File: src/rtl/robo_nav_ctrl.sv
// Moore navigation controller for a cleaning robot: sampled bump/dirt sensors drive a
// six-state FSM with fixed-length dwell states. Define ROBO_NAV_DEBOUNCE_EN to debounce sensors.
module robo_nav_ctrl #(
    parameter int unsigned TURN_CYCLES = 8,
    parameter int unsigned REV_CYCLES  = 12,
    parameter int unsigned ASP_CYCLES  = 16,
    parameter int unsigned DEB_CYCLES  = 4,
    parameter int unsigned CNT_W       = 16
) (
    input  logic       clock,
    input  logic       reset,
    input  logic       liga,
    input  logic       SenE,
    input  logic       SenF,
    input  logic       SenD,
    input  logic       SenA,
    output logic [1:0] mot_esq,
    output logic [1:0] mot_dir,
    output logic       aspirador,
    output logic [2:0] estado
);

    typedef enum logic [2:0] {
        PARADO   = 3'd0,
        FRENTE   = 3'd1,
        GIRA_ESQ = 3'd2,
        GIRA_DIR = 3'd3,
        RE       = 3'd4,
        ASPIRAR  = 3'd5
    } navState_t;

    localparam logic [1:0] MOT_STOP = 2'b00;
    localparam logic [1:0] MOT_FWD  = 2'b01;
    localparam logic [1:0] MOT_REV  = 2'b10;

    localparam logic [CNT_W-1:0] TURN_LOAD = CNT_W'(TURN_CYCLES - 1);
    localparam logic [CNT_W-1:0] REV_LOAD  = CNT_W'(REV_CYCLES - 1);
    localparam logic [CNT_W-1:0] ASP_LOAD  = CNT_W'(ASP_CYCLES - 1);

    // Reject dwell/debounce lengths of zero or ones that do not fit the counter.
    if (TURN_CYCLES < 1 || REV_CYCLES < 1 || ASP_CYCLES < 1 || DEB_CYCLES < 1 ||
        CNT_W < 1 || CNT_W > 31 ||
        TURN_CYCLES >= (1 << CNT_W) || REV_CYCLES >= (1 << CNT_W) ||
        ASP_CYCLES >= (1 << CNT_W) || DEB_CYCLES >= (1 << CNT_W)) begin : gBadParams
        $error("robo_nav_ctrl: cycle parameters must be in 1 .. 2**CNT_W-1");
    end

    // Bit order {A, E, F, D}
    logic [3:0] rawSen;
    logic [3:0] sensSamp;
    assign rawSen = {SenA, SenE, SenF, SenD};

`ifdef ROBO_NAV_DEBOUNCE_EN
    localparam logic [CNT_W-1:0] DEB_LAST = CNT_W'(DEB_CYCLES - 1);
    logic [CNT_W-1:0] debCnt [4];

    always_ff @(posedge clock) begin
        if (reset) begin
            sensSamp <= '0;
            for (int i = 0; i < 4; i++) debCnt[i] <= '0;
        end else begin
            for (int i = 0; i < 4; i++) begin
                if (rawSen[i] == sensSamp[i]) begin
                    debCnt[i] <= '0;
                end else if (debCnt[i] == DEB_LAST) begin
                    sensSamp[i] <= rawSen[i];
                    debCnt[i]   <= '0;
                end else begin
                    debCnt[i] <= debCnt[i] + CNT_W'(1);
                end
            end
        end
    end
`else
    always_ff @(posedge clock) begin
        if (reset) sensSamp <= '0;
        else       sensSamp <= rawSen;
    end
`endif

    logic senA, senE, senF, senD;
    assign {senA, senE, senF, senD} = sensSamp;

    navState_t        state, stateNext;
    logic [CNT_W-1:0] dwellCnt, cntNext;
    logic [1:0]       motEsqNext, motDirNext;
    logic             aspNext;

    // NOTE: every always_comb output gets a default first so no path can infer a latch.
    always_comb begin
        stateNext = state;
        cntNext   = '0;
        case (state)
            PARADO: if (liga) stateNext = FRENTE;
            FRENTE: begin
                if (senA) begin
                    stateNext = ASPIRAR;
                    cntNext   = ASP_LOAD;
                end else if (senF && senE && senD) begin
                    stateNext = RE;
                    cntNext   = REV_LOAD;
                end else if (senF && !senD) begin
                    stateNext = GIRA_DIR;
                    cntNext   = TURN_LOAD;
                end else if (senF && senD && !senE) begin
                    stateNext = GIRA_ESQ;
                    cntNext   = TURN_LOAD;
                end
            end
            GIRA_ESQ, GIRA_DIR, ASPIRAR: begin
                if (dwellCnt == '0) stateNext = FRENTE;
                else                cntNext   = dwellCnt - CNT_W'(1);
            end
            RE: begin
                if (dwellCnt == '0) begin
                    stateNext = GIRA_DIR;
                    cntNext   = TURN_LOAD;
                end else begin
                    cntNext = dwellCnt - CNT_W'(1);
                end
            end
            default: stateNext = PARADO;
        endcase

        // Parking overrides every other transition and clears any dwell in progress.
        if (!liga) begin
            stateNext = PARADO;
            cntNext   = '0;
        end

        motEsqNext = MOT_STOP;
        motDirNext = MOT_STOP;
        aspNext    = 1'b0;
        case (stateNext)
            FRENTE:   begin motEsqNext = MOT_FWD; motDirNext = MOT_FWD; end
            GIRA_ESQ: begin motEsqNext = MOT_REV; motDirNext = MOT_FWD; end
            GIRA_DIR: begin motEsqNext = MOT_FWD; motDirNext = MOT_REV; end
            RE:       begin motEsqNext = MOT_REV; motDirNext = MOT_REV; end
            ASPIRAR:  aspNext = 1'b1;
            default:  ;
        endcase
    end

    // Outputs are registered from the next-state decode so they always equal the
    // decode of the state register, one-for-one, with no combinational path to ports.
    // NOTE: sequential state uses non-blocking assignments only.
    always_ff @(posedge clock) begin
        if (reset) begin
            state     <= PARADO;
            dwellCnt  <= '0;
            mot_esq   <= MOT_STOP;
            mot_dir   <= MOT_STOP;
            aspirador <= 1'b0;
            estado    <= PARADO;
        end else begin
            state     <= stateNext;
            dwellCnt  <= cntNext;
            mot_esq   <= motEsqNext;
            mot_dir   <= motDirNext;
            aspirador <= aspNext;
            estado    <= stateNext;
        end
    end

endmodule

File: config.mk
export PLATFORM = sky130hd
export DESIGN_NAME = robo_nav_ctrl
export DESIGN_NICKNAME = d
export VERILOG_FILES = /design/src/rtl/robo_nav_ctrl.sv
export SDC_FILE = /design/constraint.sdc
export NUM_CORES = 1
export LEC_CHECK = 0
export CORE_MARGIN = 8
export CORE_UTILIZATION = 54
export DETAILED_ROUTE_END_ITERATION = 8
export DONT_BUFFER_PORTS = 1
export PLACE_DENSITY = 0.82
export SLEW_MARGIN = 10
export SYNTH_ARGS = -nofsm -noshare
export SYNTH_HDL_FRONTEND = slang
export SYNTH_SLANG_ARGS = --single-unit
export TNS_END_PERCENT = 50
File: constraint.sdc
create_clock -name clock -period 1.92 [get_ports clock]
set_clock_uncertainty 0.15 [all_clocks]
set_input_delay 0.192 -clock clock [delete_from_list [all_inputs] [get_ports clock]]
set_output_delay 0.192 -clock clock [all_outputs]
set_load 0.03 [all_outputs]
==> flow_summary.json <==
{
  "grt_setup_unrepaired": "true",
  "num_io_pins": 15,
  "cp_data_required_time_ns": 2.05,
  "place_inst": 193,
  "grt_antenna_before_repair": 0,
  "p_total_mw": 1.10,
  "slowest_stage": "dfxtp_2",
  "vias": 1253,
  "cp-end-kind": "register",
  "multi_input_area_um2": 752,
  "wl_per_cell_um": 18.2,
  "worstSkewPairLatency_ns": 0.33,
  "synthesis.nets": 147,
  "critPathTopFamily": "simple AND/OR/NAND/NOR gates",
  "grt.met2_usage": 0.314,
  "slowest_delay_ns": 0.36,
  "grt_use_met1": 0.156,
  "syn_avg_cell_area_um2": 8.81,
  "worstMarginPinSlew_ns": 0.408,
  "status": "complete, but fails checks",
  "violations": "negative hold slack, negative setup slack",
  "postSynthCellCount": 139,
  "layout_commonest_cell": "buf_4",
  "critPathArrivalTime_ns": 2.31,
  "drt.antenna.violating_nets": 0,
  "hold_class": "input pin to register",
  "synth_flop_cell": "dfxtp_1",
  "clk_pin_slew_ns": 0.15,
  "die_h_um": 63.6,
  "dp_hpwl_mm": 2.10,
  "ir_drop_uv": 621,
  "power_leakage_nw": 0.780,
  "cts_tree": "done",
  "busiest_layer": "met2",
  "die_w_um": 63.6,
  "syn_to_final_growth_pct": 41.3,
  "fin_hold_ws_ns": -0.249,
  "syn_area_um2": 1220,
  "seq_area_frac_synth": 0.458,
  "slew_violations": 0,
  "p_per_area_nw_per_um2": 634,
  "met3_usage": 0.0477,
  "setup_slack_ns": -0.264,
  "nNetsFinal": 187,
  "gp_congestion": 0.824,
  "stdcell_count": 206,
  "n_antenna_cell": 0,
  "numCtsBuffers": 3,
  "drive_gt1_frac": 0.348,
  "clock_path_buffers": 2,
  "path_cells": "inv_2, ha_4, nor4b_4, and4_4, nor2_4, maj3_2, or3_4, a21oi_2",
  "start_util": 0.565,
  "most-common-layout-cells": "buf_4 (32), dfxtp_1 (26), nor2_1 (19)",
  "register_area_um2": 563,
  "die_area_um2": 4050,
  "rows": 17,
  "async_flop_share": 0,
  "ys_ff_latch": 28,
  "grt_max_degree": 17,
  "max_slew_margin": 0.726,
  "cap_violations": 0,
  "remaining_drc_errors": 0,
  "hold_buffers": 6,
  "cp-start-kind": "register",
  "core_area_um2": 2170,
  "cts_root_buf": "clkbuf_4",
  "synth_edf_count": 0,
  "wirelength_mm": 3.75,
  "avgViaCountPerCell": 6.08,
  "grt_pass1_wl_mm": 5.44,
  "post-route-period-util": 1.14,
  "drtIter0Drc": 55,
  "hold_viol": 5,
  "setup_viol": 20,
  "first_pass_iters": 4,
  "fillerInstances": 132,
  "crit_type": "register to register",
  "grt_use_total": 0.164,
  "crit_buf_inv": 1,
  "synth_warnings": 0,
  "yosysUniqueCellTypes": 34,
  "io_buffers": 0,
  "grt_pass1_vias": 1262,
  "cp_max_fo": 3,
  "grt_overflow": 0,
  "cts.sinks": 28,
  "clock.fmax_ghz": 0.458,
  "cts_max_level": 1,
  "place_ws_ns": -0.222,
  "fin_crit_ns": 2.18
}
[cell type report]
cell class	instances	share of cell area
clock buffer	3	0.0130
clock inverter	1	0.0174
inverter	2	0.00434
multi-input combinational	105	0.435
sequential	28	0.325
tap	28	0.0202
timing repair buffer	39	0.185
[kinds of logic after synthesis]
logic type / count (synthesis) / synth area share
adders and majority gates: 2 / 0.0194
buffers and inverters: 6 / 0.0255
AOI/OAI and AO/OA: 27 / 0.129
and+or+nand+nor: 65 / 0.290
xor gates and xnor gates: 11 / 0.0787
DFF: 28 / 0.458
[path summary, 6_finish.rpt]
kind,endpoint,startpoint,slack (ns),cells after the start
max,mot_dir[1],dwellCnt[1],-0.26,8
min,mot_dir[1],reset,-0.25,1
max reg2reg,mot_dir[1],dwellCnt[1],-0.26,8
min reg2reg,dwellCnt[0],dwellCnt[0],0.40,2
[repair_timing]
item                       CTS  global route
setup endpoints to repair    8            23
hold endpoints to repair    11             5
gates resized for setup     11            12
pin swaps                    7             9
buffers inserted             2             1
[state kept, by name, summed over array words and instances (netlist names)]
signal / flops
dwellCnt: 16
sensSamp: 4
state: 3
mot_dir: 2
mot_esq: 2
aspirador: 1
[Yosys cell counts, drive strengths merged (3+ instances only)]
master | instances | area, um2
a21oi | 13 | 68.8
dfxtp | 28 | 561
nand2 | 10 | 37.5
nor2 | 21 | 81.3
nor2b | 7 | 43.8
nor3 | 4 | 20.0
nor4 | 6 | 52.6
o21ai | 7 | 35.0
o31ai | 3 | 22.5
or4 | 3 | 22.5
xnor2 | 8 | 70.1
xor2 | 3 | 26.3
[per-stage QoR]
step	hold WS, ns	utilization	setup TNS (ns)	cell area, um2
final	-0.249	0.798	-1.68	1730
after floorplan	0.104	-	-0.127	1250
after detailed placement	0.111	0.691	-0.510	1500
after global placement	0.106	0.691	-0.131	1500
after global routing	-0.265	0.798	-3.20	1730
after CTS	-0.237	0.769	-0.946	1670
[per-layer routing]
| layer | up-vias | routed length, um |
|---|---|---|
| li1 | 565 | - |
| met1 | 590 | 1320 |
| met2 | 71 | 1980 |
| met3 | 27 | 271 |
| met4 | 0 | 172 |
| met5 | - | 0 |
[power by group]
| group | switching [mW] | leakage [nW] | internal [mW] |
|---|---|---|---|
| sequential | 0.0117 | 0.228 | 0.591 |
| combinational | 0.0531 | 0.524 | 0.0539 |
| clock | 0.176 | 0.0279 | 0.211 |
Power figures use the tool's default switching activity.
